==> config.mk <==
export PLATFORM = sky130hd
export DESIGN_NAME = hoaa_serial_adder
export DESIGN_NICKNAME = d
export VERILOG_FILES = /design/src/rtl/hoaa_pkg.sv /design/src/rtl/hoaa_serial_adder_bit_cell.sv /design/src/rtl/hoaa_serial_adder.sv
export SDC_FILE = /design/constraint.sdc
export NUM_CORES = 1
export LEC_CHECK = 0
export ABC_AREA = 0
export BUFFER_PORTS_ARGS = -buffer_cell sky130_fd_sc_hd__buf_2
export CAP_MARGIN = 15
export CORE_UTILIZATION = 48
export DETAILED_ROUTE_END_ITERATION = 7
export GPL_ROUTABILITY_DRIVEN = 0
export PLACE_DENSITY_LB_ADDON = 0.12
export SLEW_MARGIN = 20
export SYNTH_ARGS = -nofsm -noshare
export SYNTH_HDL_FRONTEND = slang
export SYNTH_SLANG_ARGS = --single-unit
==> constraint.sdc <==
create_clock -name clk -period 1.4 [get_ports clk]
set_input_delay 0.14 -clock clk [delete_from_list [all_inputs] [get_ports clk]]
set_output_delay 0.14 -clock clk [all_outputs]
set_load 0.05 [all_outputs]
==> src/rtl/hoaa_pkg.sv <==
// hoaa_pkg: shared state encoding, default sizes and the HOAA/exact single-bit add rule
package hoaa_pkg;
  localparam int WIDTH_DEF = 8;
  localparam int APPROX_BITS_DEF = 4;
  typedef enum logic [1:0] {IDLE, RUN, DONE} state_t;
  function automatic logic [1:0] hoaa_bit(input logic a, input logic b, input logic c, input logic approx);
    logic ac;
    ac = a | c;
    return approx ? {ac & b, ac ^ b} : {(a & b) | (a & c) | (b & c), a ^ b ^ c};
  endfunction
endpackage

==> src/rtl/hoaa_serial_adder_bit_cell.sv <==
// hoaa_bit_cell: combinational one-bit adder, approximate HOAA rule when approx=1, exact full-add otherwise
module hoaa_bit_cell
  import hoaa_pkg::*;
(
  input  logic a,
  input  logic b,
  input  logic c,
  input  logic approx,
  output logic s,
  output logic co
);
  assign {co, s} = hoaa_bit(a, b, c, approx);
endmodule

==> src/rtl/hoaa_serial_adder.sv <==
// hoaa_serial_adder: bit-serial LSB-first hybrid approximate adder; HOAA_ERR_CHECK_EN adds err_out vs an exact reference
module hoaa_serial_adder
  import hoaa_pkg::*;
#(
  parameter int WIDTH = WIDTH_DEF,
  parameter int APPROX_BITS = APPROX_BITS_DEF
) (
  input  logic             clk,
  input  logic             rst_n,
  input  logic             in_valid,
  output logic             in_ready,
  input  logic [WIDTH-1:0] a_in,
  input  logic [WIDTH-1:0] b_in,
  input  logic             cin_in,
  output logic             out_valid,
  input  logic             out_ready,
  output logic [WIDTH-1:0] sum_out,
  output logic             cout_out
`ifdef HOAA_ERR_CHECK_EN
  ,
  output logic             err_out
`endif
);
  localparam int CW = $clog2(WIDTH) + 1;
  localparam logic [CW-1:0] LAST = CW'(WIDTH - 1);
  localparam logic [CW-1:0] AB = CW'(APPROX_BITS);
  state_t state, nxt;
  logic [WIDTH-1:0] a_q, b_q, sum_q;
  logic [CW-1:0] cnt;
  logic carry, cout_q, s, co, approx, last, accept;
  assign accept = state == IDLE && in_valid;
  assign last = cnt == LAST;
  assign approx = cnt < AB;
  assign in_ready = state == IDLE;
  assign out_valid = state == DONE;
  assign sum_out = sum_q;
  assign cout_out = cout_q;
  hoaa_bit_cell u_cell (
    .a(a_q[0]),
    .b(b_q[0]),
    .c(carry),
    .approx(approx),
    .s(s),
    .co(co)
  );
  // state register
  always_ff @(posedge clk or negedge rst_n)
    if (!rst_n) state <= IDLE;
    else state <= nxt;
  // next state: accept in IDLE, WIDTH bit steps in RUN, hold DONE until hand-off
  always_comb begin
    nxt = state;
    nxt = state == IDLE ? (in_valid ? RUN : IDLE) :
          state == RUN  ? (last ? DONE : RUN) :
                          (out_ready ? IDLE : DONE);
  end
  // operand shift registers, carry, bit counter and result assembly (result shifts in from the MSB side)
  always_ff @(posedge clk or negedge rst_n)
    if (!rst_n) begin
      a_q <= '0;
      b_q <= '0;
      sum_q <= '0;
      cnt <= '0;
      carry <= 1'b0;
      cout_q <= 1'b0;
    end else if (accept) begin
      a_q <= a_in;
      b_q <= b_in;
      carry <= cin_in;
      cnt <= '0;
    end else if (state == RUN) begin
      a_q <= a_q >> 1;
      b_q <= b_q >> 1;
      sum_q <= {s, sum_q[WIDTH-1:1]};
      carry <= co;
      cnt <= cnt + 1'b1;
      if (last) cout_q <= co;
    end
`ifdef HOAA_ERR_CHECK_EN
  logic [WIDTH:0] exact_q;
  logic err_q;
  assign err_out = err_q;
  // exact reference captured at acceptance; error flag set on entry to DONE, cleared on leaving it
  always_ff @(posedge clk or negedge rst_n)
    if (!rst_n) begin
      exact_q <= '0;
      err_q <= 1'b0;
    end else begin
      if (accept) exact_q <= {1'b0, a_in} + {1'b0, b_in} + {{WIDTH{1'b0}}, cin_in};
      if (state == RUN && last) err_q <= {co, s, sum_q[WIDTH-1:1]} != exact_q;
      else if (state == DONE && out_ready) err_q <= 1'b0;
    end
`endif
endmodule

==> metrics.txt, run 1 <==
status=completed; share of cells above drive strength 1=about 34%; P_leak=1.06 nW; Post-Syn Area=1570 um2; critical path's slowest cell=dfrtp_2; ys flop type=dfrtp_1; port bufs=31; CP top delay family=simple AND/OR/NAND/NOR gates; DR vias/cell=about 5.3; min cycle time layout=1.39 ns; final cell count without fillers=263; # setup viols final=0; hold crit path type=in -> reg; routed vias=1396; Routed Antenna Nets=0; leading area contributor after synthesis=dfrtp_1; Area contributors post-synth=dfrtp_1, and2b_1, a22oi_1, nand2_1, o21ai_0; Synthesis Warnings=0; sequential area share after synthesis=51.0%; WHS=0.0798 ns; CP Data Arrival Time=1.62 ns; die width=59.2 um; FILL cells=254; Setup crit start kind=register; setup TNS=0 ns; Post-synth top cells=dfrtp_1, nand2_1, o21ai_0; Worst Path Required=~1.6 ns; worst slew pin tran=~0.4 ns; GRT overflow=0; fmax=717 MHz; clock latency on the worst-skew pair=0.33 ns; Iter 0 DRT Violations=48; Largest stage delay, worst path=0.44 ns; critical path cell sequence=nand2b_1, or3_4, mux2_4; fin worst setup slack=0.00600 ns; syn_nets=188; # diodes=0; max_cap viols=0; die height=59.2 um; share of Yosys cell area claimed by the top area cell type=just over 50%; top-count cell post-synth=dfrtp_1; Layout Skew=0.00776 ns; final-stage net count=242; wire length per cell=13.9 um; VDD IR-drop max=0.929 mV; post-DP HPWL=between 2000 and 2500 um; Total Routed Length=3660 um; final core utilization=68.5%; clock-pin slew on the worst setup and hold paths=0.10 ns; worst reg-to-reg setup slack=0.006 ns; DP Cell Count=245; # DRC=0; worst path bufs/invs=0; vias in the first global route=1370; endpoint class of the critical path=register; TritonCTS clock tree=done; Root Buffer=clkbuf_4; ys async rst share=100%; Avg Inst Size Synth=9.58 um2; num rows=20; largest net degree at the start of global routing=33; CP Class=reg -> reg; number of buffers created by CTS=5; sinks on the clock net=32; Place WS=-0.0196 ns; global-route wire length before repair=5940 um; all-layer global routing usage=23.2%; RSZ-0062 raised after global routing=yes; PwrDens=between 2000 and 2500 nW/um2; Post-Syn Instances=~160; CTS max path bufs=2; Total Die Area=approximately 3500 um2; P&R area growth vs syn=34.2%; Synth cell types=28; Max Slew Vio Count=0; I/O Pins=32; Final Hold Viols=0; Starting Density=51.1%; CP max FO=3; first drt pass iteration count=4; initial antenna violation count=0; EDFF count, synth=0; Yosys reg bits=32; H-tree levels=2; final cycle utilization of the critical path=between 90% and 100%; Max-slew headroom=73.5%; core area=roughly 3000 um2
kinds of logic (layout without fill, tap and decap cells):
kind of cell,count (synthesis),in the layout,share of synthesized area [%]
adder cells (fa/ha/maj),3,3,2.87
multiplexers,4,4,2.95
AO/OA/AOI/OAI,56,56,21.3
flip-flops,32,32,51.0
buffers and inverters,11,66,3.18
AND/OR/NAND/NOR,58,58,18.8
metrics by stage:
step                      area (um2)  total power, mW
after floorplan                 1580             3.04
final                           2110             4.82
after CTS                       2040             4.67
after global placement          1860             3.63
after detailed placement        1860             3.74
after global routing            2110             5.16
cells in the final DEF, fill, tap and decap left out, types with 4 or more instances in the layout:
cell	count
a21oi_1	17
o21ai_0	18
nand2_1	26
dfrtp_1	30
buf_2	29
buf_4	21
clkbuf_4	5
and2b_1	15
nor2_1	4
a22oi_1	14
worst min-delay path: cells and delay by family:
| kind | cells | cell delay [ns] |
|---|---|---|
| AOI/OAI and AO/OA | 2 | 0.17 |
| buffers and inverters | 1 | 0.08 |
what timing repair did:
action / CTS / global route
gates cloned: 0 / 1
setup endpoints to repair: 3 / 9
resized for setup: 10 / 8
pin swaps: 1 / 2
endpoints found under the hold margin: 33 / 0
setup buffers: 4 / 3
hold buffers: 2 / 0
flip-flops by register name, summed over array words and instances (netlist names):
signal / cells
a_q: 8
b_q: 8
sum_out: 8
cnt: 4
state: 2
carry: 1
cout_out: 1
power by group:
group          switching [mW]  total (mW)  internal [mW]  leakage [nW]
clock network           0.312       0.786          0.474        0.0515
registers               0.284        1.59           1.31         0.410
logic                    1.40        2.45           1.04         0.600
total                    2.00        4.82           2.83          1.06
path summary, 6_finish.rpt:
| check | from | to | cells past startpoint |
|---|---|---|---|
| setup / recovery | state[1] | cout_out | 3 |
| hold / removal | a_in[7] | a_q[7] | 3 |
| setup reg to reg | state[1] | cout_out | 3 |
| hold reg to reg | sum_out[0] | sum_out[0] | 2 |
| max in group asynchronous | rst_n | state[0] | 3 |
| min in group asynchronous | rst_n | cout_out | 3 |
final cells by class:
| type | count | area, um2 | area share (%) |
|---|---|---|---|
| sequential | 32 | 803 | 38.1 |
| multi-input combinational | 121 | 749 | 35.5 |
| timing repair buffer | 57 | 402 | 19.1 |
| clock buffer | 7 | 65.1 | 3.09 |
| tap | 44 | 55.1 | 2.61 |
| clock inverter | 1 | 30.0 | 1.42 |
| inverter | 1 | 3.75 | 0.178 |
layer usage:
layer,up-vias,routed length [um],global-route usage [%]
met4,0,41,7.14
li1,679,-,-
met2,41,1910,41.6
met5,-,0,0
met3,4,151,5.90
met1,672,1560,26.8
(Power assumes the default switching activity.)
==> run 2: changes to the inputs <==
MAX_ROUTING_LAYER = met4   (was not set)
==> run 2 against run 1 <==
Against the previous run: die area unchanged; non-clock buffer count unchanged; global-route usage up 0.70 points; maximum frequency about the same; routed wire length down 0.38%; sequential cell count unchanged; utilization unchanged; sequential share of layout area unchanged.
==> metrics.txt, run 2 (synthesis gave the netlist of run 1 again) <==
vias in the first global route=1371 (was 1370); H-tree levels=2 (unchanged); CP max FO=3 (unchanged); Routed Antenna Nets=0 (unchanged); final-stage net count=242 (unchanged); Largest stage delay, worst path=0.44 ns (about the same); clock latency on the worst-skew pair=0.33 ns (about the same); number of buffers created by CTS=5 (unchanged); VDD IR-drop max=0.928 mV (was 0.929 mV); port bufs=31 (unchanged); Pint=2.83 mW (about the same); Net Switching=1.99 mW (was 2.00 mW); hold path start=a_in[7] (unchanged); Iter 0 DRT Violations=45 (was 48); Tot Pwr=4.82 mW (about the same); Root Buffer=clkbuf_4 (unchanged); setup TNS=0 ns (unchanged); P&R area growth vs syn=34.2% (unchanged); post-DP HPWL=2350 um (unchanged); # setup viols final=0 (unchanged); FF-to-FF End=cout_out (unchanged); sinks on the clock net=32 (unchanged); all-layer global routing usage=23.9% (was 23.2%); WHS Endpoint=a_q[7] (unchanged); final core utilization=68.5% (unchanged); commonest cells after routing, fill and taps aside=dfrtp_1, buf_2, nand2_1 (unchanged); worst slew pin tran=0.400 ns (was 0.398 ns); DR vias/cell=5.31 (about the same); CTS max path bufs=2 (unchanged); Total Die Area=3510 um2 (unchanged); Reg area=803 um2 (unchanged); Max Slew Vio Count=0 (unchanged); Clk pwr share=16.3% (about the same); Max-slew headroom=73.4% (was 73.5%); die width=59.2 um (unchanged); endpoint class of the critical path=register (unchanged); commonest non-fill, non-tap cell in the layout=dfrtp_1 (unchanged); routed vias=1397 (was 1396); # diodes=0 (unchanged); clock-pin slew on the worst setup and hold paths=0.10 ns (about the same); Place WS=-0.0196 ns (unchanged); switching portion of total power=41.4% (about the same); die height=59.2 um (unchanged); PwrDens=2290 nW/um2 (about the same); first drt pass iteration count=4 (unchanged); initial antenna violation count=0 (unchanged); I/O Pins=32 (unchanged); GRT overflow=0 (unchanged); final cycle utilization of the critical path=99.5% (was 99.6%); max_cap viols=0 (unchanged); share of cells above drive strength 1=34.2% (unchanged); critical path's slowest cell=dfrtp_2 (unchanged); path depth of the worst reg2reg path=3 (unchanged); # DRC=0 (unchanged); FILL cells=254 (unchanged); Layout Skew=0.00761 ns (was 0.00776 ns); worst r2r src=state[1] (unchanged); hold crit path type=in -> reg (unchanged); status=completed (unchanged); fin worst setup slack=0.00664 ns (was 0.00600 ns); Final Hold Viols=0 (unchanged); num rows=20 (unchanged); largest net degree at the start of global routing=33 (unchanged); Starting Density=51.1% (unchanged); Gate power share=50.7% (about the same); Worst Path Required=1.63 ns (about the same); RSZ-0062 raised after global routing=yes (unchanged); Setup crit start kind=register (unchanged); placed inst area=1860 um2 (unchanged); Total Routed Length=3650 um (was 3660 um); CP Class=reg -> reg (unchanged); critical path cell sequence=nand2b_1, or3_4, mux2_4 (unchanged); global-route wire length before repair=5940 um (unchanged); core area=3080 um2 (unchanged); area of the multi-input gates=749 um2 (unchanged); design area=2110 um2 (unchanged); worst reg-to-reg setup slack=0.007 ns (was 0.006 ns); sequential power share=33.0% (about the same); TritonCTS clock tree=done (unchanged); fmax=718 MHz (was 717 MHz); P_leak=1.06 nW (unchanged); min cycle time layout=1.39 ns (about the same); CP Data Arrival Time=1.62 ns (about the same); hold depth=3 (unchanged); wire length per cell=13.9 um (about the same)
-- run 2: cell counts in the layout (fill, tap and decap cells not counted) --
Identical to the previous run, type by type.
-- run 2: cell type report --
cell class,instances,share of cell area [%]
multi-input cells,121,35.5
flip-flops and latches,32,38.1
inverters,1,0.178
well taps,44,2.61
clock inverters,1,1.42
clock buffers,7,3.09
repair buffers,57,19.1
-- run 2: metal layers --
| metal | GRT usage [%] | wire length (um) |
|---|---|---|
| met5 | - | 0 |
| met3 | 5.90 | 158 |
| met4 | 7.14 | 42 |
| met2 | 41.6 | 1910 |
| met1 | 26.8 | 1530 |
-- run 2: what timing repair did --
action	in CTS	in global routing
hold buffers	2	0
pin swaps	1	2
setup buffers	4	3
gates resized for setup	10	8
setup endpoints to repair	3	9
hold endpoints to repair	33	0
cloned	0	1
-- run 2: how the worst max path moves through the flow --
stage          startpoint         to  slack, ns  cells after the start
2_1_floorplan      cnt[0]   cout_out       0.03                      4
6_report         state[1]   cout_out      0.007                      3
3_5_place_dp       cnt[0]   cout_out      -0.02                      4
3_3_place_gp       cnt[0]   cout_out       0.02                      4
4_1_cts          state[0]   in_ready     -0.001                      3
5_1_grt          state[0]  out_valid      -0.03                      3
-- run 2: critical path: cells and delay by family, from the launching register on --
| family | cells | cell delay (ns) |
|---|---|---|
| DFF | 1 | 0.44 |
| muxes | 1 | 0.30 |
| and+or+nand+nor | 2 | 0.55 |
-- run 2: per-stage QoR --
step,instances,hold slack (ns)
floorplan,164,-0.156
CTS,259,0.0734
finish,263,0.0807
detailed placement,245,0.184
global placement,245,0.180
global route,263,0.0876
-- run 2: power by group through the flow --
stage	Sequential [mW]	Combinational, mW	Clock, mW
floorplan	1.95	1.09	0
CTS	1.58	2.28	0.807
detailed placement	1.59	2.15	0
global placement	1.56	2.07	0
finish	1.59	2.44	0.785
global route	1.64	2.68	0.836
